### src/rtl/exec_ctrl.sv
// ============================================================================
// exec_ctrl : multi-cycle execute controller (issue -> regfile -> ALU -> WB)
// Rev 1.0   : initial release
// ============================================================================
`default_nettype none

module exec_ctrl #(
    parameter int DIV_CYCLES = 4,
    parameter int MUL_CYCLES = 2
) (
    input  logic        clk,
    input  logic        rst,
    input  logic        instr_valid,
    output logic        instr_ready,
    input  logic [31:0] instr,
    output logic [3:0]  rf_rd_addr1,
    output logic [3:0]  rf_rd_addr2,
    input  logic [31:0] rf_rd_data1,
    input  logic [31:0] rf_rd_data2,
    output logic [31:0] op1,
    output logic [31:0] op2,
    output logic [31:0] imm,
    output logic        isImmediate,
    output logic        isAdd,
    output logic        isSub,
    output logic        isCmp,
    output logic        isMul,
    output logic        isDiv,
    output logic        isMod,
    output logic        isLsl,
    output logic        isLsr,
    output logic        isAsr,
    output logic        isOr,
    output logic        isNot,
    output logic        isAnd,
    output logic        isMov,
    output logic [2:0]  aluSel,
    input  logic [31:0] aluResult,
    input  logic        Eq,
    input  logic        Gt,
    output logic        rf_wr_en,
    output logic [3:0]  rf_wr_addr,
    output logic [31:0] rf_wr_data,
    output logic        flag_wr,
    output logic        flag_eq,
    output logic        flag_gt,
    output logic        op_done,
    output logic        illegal
);

    typedef enum logic [1:0] {
        S_IDLE = 2'd0,
        S_READ = 2'd1,
        S_EXEC = 2'd2,
        S_WB   = 2'd3
    } state_t;

    localparam logic [4:0] OP_ADD = 5'd0,  OP_SUB = 5'd1,  OP_MUL = 5'd2,
                           OP_DIV = 5'd3,  OP_MOD = 5'd4,  OP_CMP = 5'd5,
                           OP_AND = 5'd6,  OP_OR  = 5'd7,  OP_NOT = 5'd8,
                           OP_MOV = 5'd9,  OP_LSL = 5'd10, OP_LSR = 5'd11,
                           OP_ASR = 5'd12, OP_NOP = 5'd13;

    localparam logic [15:0] C_MUL_N = 16'(MUL_CYCLES);
    localparam logic [15:0] C_DIV_N = 16'(DIV_CYCLES);

    function automatic logic bad_instr(input logic [31:0] ins);
        return (ins[31:27] > OP_NOP) || (ins[26] && (ins[17:16] == 2'b11));
    endfunction

    state_t      state_q;
    logic        ready_q;
    logic [4:0]  opc_q;
    logic        imm_en_q;
    logic [1:0]  mod_q;
    logic [15:0] imm_raw_q;
    logic [3:0]  rd_q;
    logic [3:0]  rs1_q;
    logic [3:0]  rs2_q;
    logic [31:0] op1_q;
    logic [31:0] op2_q;
    logic [31:0] imm_q;
    logic        is_imm_q;
    logic [12:0] is_q;
    logic [2:0]  sel_q;
    logic [15:0] cnt_q;
    logic [31:0] result_q;
    logic        eq_q;
    logic        gt_q;
    logic        wr_en_q;
    logic        flag_wr_q;
    logic        done_q;
    logic        illegal_q;

    logic [31:0] imm_d;
    logic [2:0]  sel_d;
    logic [15:0] cnt_d;

    always_comb begin
        imm_d = 32'h0;
        if (imm_en_q) begin
            case (mod_q)
                2'b00:   imm_d = {{16{imm_raw_q[15]}}, imm_raw_q};
                2'b01:   imm_d = {16'h0, imm_raw_q};
                default: imm_d = {imm_raw_q, 16'h0};
            endcase
        end
    end

    always_comb begin
        sel_d = 3'd0;
        case (opc_q)
            OP_MUL:                 sel_d = 3'd1;
            OP_DIV, OP_MOD:         sel_d = 3'd2;
            OP_MOV:                 sel_d = 3'd3;
            OP_AND, OP_OR, OP_NOT:  sel_d = 3'd4;
            OP_LSL, OP_LSR, OP_ASR: sel_d = 3'd5;
            default:                sel_d = 3'd0;
        endcase
    end

    always_comb begin
        cnt_d = 16'd1;
        if (opc_q == OP_MUL) begin
            cnt_d = C_MUL_N;
        end else if (opc_q == OP_DIV || opc_q == OP_MOD) begin
            cnt_d = C_DIV_N;
        end
    end

    always_ff @(posedge clk or negedge rst) begin
        if (!rst) begin
            state_q   <= S_IDLE;
            ready_q   <= 1'b0;
            opc_q     <= 5'd0;
            imm_en_q  <= 1'b0;
            mod_q     <= 2'b00;
            imm_raw_q <= 16'h0;
            rd_q      <= 4'd0;
            rs1_q     <= 4'd0;
            rs2_q     <= 4'd0;
            op1_q     <= 32'h0;
            op2_q     <= 32'h0;
            imm_q     <= 32'h0;
            is_imm_q  <= 1'b0;
            is_q      <= 13'h0;
            sel_q     <= 3'd0;
            cnt_q     <= 16'd0;
            result_q  <= 32'h0;
            eq_q      <= 1'b0;
            gt_q      <= 1'b0;
            wr_en_q   <= 1'b0;
            flag_wr_q <= 1'b0;
            done_q    <= 1'b0;
            illegal_q <= 1'b0;
        end else begin
            wr_en_q   <= 1'b0;
            flag_wr_q <= 1'b0;
            done_q    <= 1'b0;
            illegal_q <= 1'b0;
            case (state_q)
                S_IDLE: begin
                    if (ready_q && instr_valid) begin
                        opc_q     <= instr[31:27];
                        imm_en_q  <= instr[26];
                        rd_q      <= instr[25:22];
                        rs1_q     <= instr[21:18];
                        rs2_q     <= instr[17:14];
                        mod_q     <= instr[17:16];
                        imm_raw_q <= instr[15:0];
                        ready_q   <= 1'b0;
                        // illegal/op_done must be visible during READ itself
                        if (bad_instr(instr)) begin
                            illegal_q <= 1'b1;
                            done_q    <= 1'b1;
                        end
                        state_q <= S_READ;
                    end else begin
                        ready_q <= 1'b1;
                    end
                end
                S_READ: begin
                    if (illegal_q) begin
                        state_q <= S_IDLE;
                        ready_q <= 1'b1;
                    end else begin
                        op1_q <= rf_rd_data1;
                        op2_q <= imm_en_q ? 32'h0 : rf_rd_data2;
                        imm_q <= imm_d;
                        if (opc_q == OP_NOP) begin
                            done_q  <= 1'b1;
                            state_q <= S_WB;
                        end else begin
                            cnt_q    <= cnt_d;
                            is_q     <= 13'd1 << opc_q;
                            is_imm_q <= imm_en_q;
                            sel_q    <= sel_d;
                            state_q  <= S_EXEC;
                        end
                    end
                end
                S_EXEC: begin
                    if (cnt_q == 16'd1) begin
                        result_q <= aluResult;
                        eq_q     <= Eq;
                        gt_q     <= Gt;
                        is_q     <= 13'h0;
                        is_imm_q <= 1'b0;
                        done_q   <= 1'b1;
                        if (opc_q == OP_CMP) begin
                            flag_wr_q <= 1'b1;
                        end else begin
                            wr_en_q <= 1'b1;
                        end
                        state_q <= S_WB;
                    end else begin
                        cnt_q <= cnt_q - 16'd1;
                    end
                end
                default: begin
                    state_q <= S_IDLE;
                    ready_q <= 1'b1;
                end
            endcase
        end
    end

    assign instr_ready = ready_q;
    assign rf_rd_addr1 = rs1_q;
    assign rf_rd_addr2 = rs2_q;
    assign op1         = op1_q;
    assign op2         = op2_q;
    assign imm         = imm_q;
    assign isImmediate = is_imm_q;
    assign isAdd       = is_q[0];
    assign isSub       = is_q[1];
    assign isMul       = is_q[2];
    assign isDiv       = is_q[3];
    assign isMod       = is_q[4];
    assign isCmp       = is_q[5];
    assign isAnd       = is_q[6];
    assign isOr        = is_q[7];
    assign isNot       = is_q[8];
    assign isMov       = is_q[9];
    assign isLsl       = is_q[10];
    assign isLsr       = is_q[11];
    assign isAsr       = is_q[12];
    assign aluSel      = sel_q;
    assign rf_wr_en    = wr_en_q;
    assign rf_wr_addr  = rd_q;
    assign rf_wr_data  = result_q;
    assign flag_wr     = flag_wr_q;
    assign flag_eq     = eq_q;
    assign flag_gt     = gt_q;
    assign op_done     = done_q;
    assign illegal     = illegal_q;

endmodule

`default_nettype wire
### config.mk
export PLATFORM = sky130hd
export DESIGN_NAME = exec_ctrl
export DESIGN_NICKNAME = d
export VERILOG_FILES = /design/src/rtl/exec_ctrl.sv
export SDC_FILE = /design/constraint.sdc
export NUM_CORES = 1
export LEC_CHECK = 0
export CAP_MARGIN = 10
export CORE_MARGIN = 2
export CORE_UTILIZATION = 45
export CTS_CLUSTER_SIZE = 40
export DETAILED_ROUTE_END_ITERATION = 16
export HOLD_SLACK_MARGIN = 0.08
export PLACE_DENSITY_LB_ADDON = 0.12
export SLEW_MARGIN = 40
export SYNTH_ARGS = -nofsm -noshare
export SYNTH_HDL_FRONTEND = slang
export SYNTH_SLANG_ARGS = --single-unit
export TNS_END_PERCENT = 100
### constraint.sdc
create_clock -name clk -period 2.7 [get_ports clk]
set_clock_uncertainty 0.1 [all_clocks]
set_input_delay 0.675 -clock clk [delete_from_list [all_inputs] [get_ports clk]]
set_output_delay 0.675 -clock clk [all_outputs]
set_load 0.05 [all_outputs]
==> reports/results.tsv <==
metric	value	unit
syn-instance-count	763	
antennaDiodeCount	0	
post-cts-setup-buffers	0	
start_util	46.2	%
p_per_area	1480	nW/µm²
grt_max_degree	72	
synth_flop_cell	dfrtp_1	
critical_path.cell_chain	clkdlybuf4s50_1	
most-common-layout-cells	295 x clkdlybuf4s50_1, 202 x dfrtp_1, 196 x nand2_1, 74 x mux2_2, 55 x o21ai_0	
drc_errors_left	0	
crit_type	register to output port	
timing.critical_path.max_delay_family	buffers and inverters	
pin_count	297	
critical_path.max_fanout	5	
number_of_global_route_vias_before_repair	6383	
period_utilization	94.5	%
cts_repair_resize_count	0	
place_congestion	0.791	
die_h	140	µm
tritoncts	yes	
detailedRoute.firstPassIterationCount	4	
synth_enable_flop_cells	0	
hpwlAfterDp	15800	µm
worst_slack	0.149	ns
post-route-min-period	2.55	ns
ys_warn_count	0	
report.final.hold_viol_count	0	
number_of_pins_with_negative_max_slew_slack_in_the_final_report	0	
routed_wire_length_per_instance	17.2	µm
grt_setup_unrepaired	no	
clk_latency	0.50	ns
areaGrowthSynthToFinish	48.4	%
grtUsageTotal	22.3	%
drt_iter0_markers	345	
routed_wl	22300	µm
clk_root_buf	clkbuf_16	
grt_antenna_before_repair	0	
ant_nets	0	
max_freq	0.392	GHz
global_route_wire_length_before_repair	35400	µm
ff_latch_count_synth	202	
cp.required	1.92	ns
peakVddDrop	0.899	mV
r2r_slack	0.51	ns
max_cap_violations	0	
crit_path_max_incr_delay	0.84	ns
vias	6642	
post_cts_hold_buffer_count	1	
dp_slack	0.444	ns
die_width	140	µm
run_status	complete, no violations	
fin_hold_ws	0.362	ns
setup-tns-final	0	ns
critical_path.endpoint_type	output port	
synth-seq-area-share	60.5	%
placement_rows	49	
crit_slowest_cell	clkdlybuf4s50_1	
drive_gt1_share	13.6	%
path_buf_inv	1	
layout_commonest_cell	clkdlybuf4s50_1	
cp_data_arrival_time	1.78	ns
avg_cell_area_syn	10.9	µm²
critical_path_start_type	register	
clock_path_buffers	3	
viasPerCell	5.10	
synth-async-reset-ratio	100	%
design.final.nets	1192	
final-setup-viol-count	0	
cellLeakagePower	0.00552	µW
clock_slew_at_the_register_clock_pins_of_the_worst_setup_and_hold_paths	0.06	ns
cts.sink_count	202	
final_util	68.5	%
cts_inserted_buffers	23	
overflow_after_grt	0	
synthesis.nets	898	
design.die.area	19700	µm²
port-buffer-count	296	
min_path_type	register to register	
worst_pin_slew	0.577	ns
post_synth_instance_area	8350	µm²
coreArea	18100	µm²
htree_num_levels	1	
synthDistinctLibCells	46	
slew-limit-headroom	61.4	%
==> cells by family after synthesis <==
| logic type | synth area share [%] |
|---|---|
| compound gates | 5.92 |
| simple gates | 18.8 |
| flops | 60.5 |
| xor+xnor | 0.210 |
| buf+inv | 2.86 |
| fa+ha+maj | 0.300 |
| mux | 11.4 |
==> registers in the layout (all words and copies together), names as in the netlist, 2 cells and up <==
name and cells:
aluSel 3, cnt_q 16, imm 32, imm_raw_q 15, is_q 13, mod_q 2
op1 32, op2 32, opc_q 5, rf_rd_addr1 4, rf_wr_addr 4, rf_wr_data 32
state_q 2
==> per-stage QoR <==
stage	total power [µW]	std cells	area, µm²
6_report	18300	1302	12400
5_1_grt	19300	1302	12400
4_1_cts	18500	1302	12400
3_5_place_dp	15300	1260	11600
3_3_place_gp	15200	1260	11600
2_1_floorplan	11900	763	8350
==> routing by layer <==
layer / track usage, % / part of all wire [%] / up-vias
met5: 0 / 0 / -
met4: 5.64 / 2.0 / 0
met3: 7.52 / 10 / 38
met2: 35.3 / 47 / 239
met1: 29.8 / 41 / 3195
li1: - / - / 3170
==> where the power goes <==
group / switching, µW / internal, µW
Clock: 1230 / 1890
Combinational: 6410 / 3520
Sequential: 887 / 4390
==> synth_stat cells (8+ instances only) <==
cell	count	share of area, %
dfrtp_1	202	61
nand3_1	18	1.1
o21ai_0	55	3.3
mux2_2	74	10
nand2_1	196	8.8
clkbuf_1	37	1.7
nor2b_1	20	1.5
mux2i_1	11	1.3
nand2b_1	37	2.8
and3_1	9	0.67
a21oi_1	9	0.54
nor2_1	9	0.40
nor3_1	8	0.48
==> path summary, 6_finish.rpt <==
kind                       cells after the start        endpoint            from
min in group asynchronous                      2   rf_wr_addr[2]             rst
max                                            1  rf_rd_addr2[1]  rf_rd_addr2[1]
max in group asynchronous                      3          imm[1]             rst
max reg2reg                                    6  rf_wr_data[18]        cnt_q[8]
min reg2reg                                    2          imm[8]          imm[8]
min                                            2          imm[8]          imm[8]
==> cell type report <==
| cell class | count | area, µm² |
|---|---|---|
| inverters | 6 | 22.5 |
| clock inverters | 13 | 124 |
| well taps | 229 | 287 |
| clock buffers | 28 | 644 |
| multi-input cells | 507 | 3080 |
| fillers | 1430 | 5690 |
| flip-flops and latches | 202 | 5050 |
| repair buffers | 317 | 3190 |
Power figures use the tool's default switching activity.
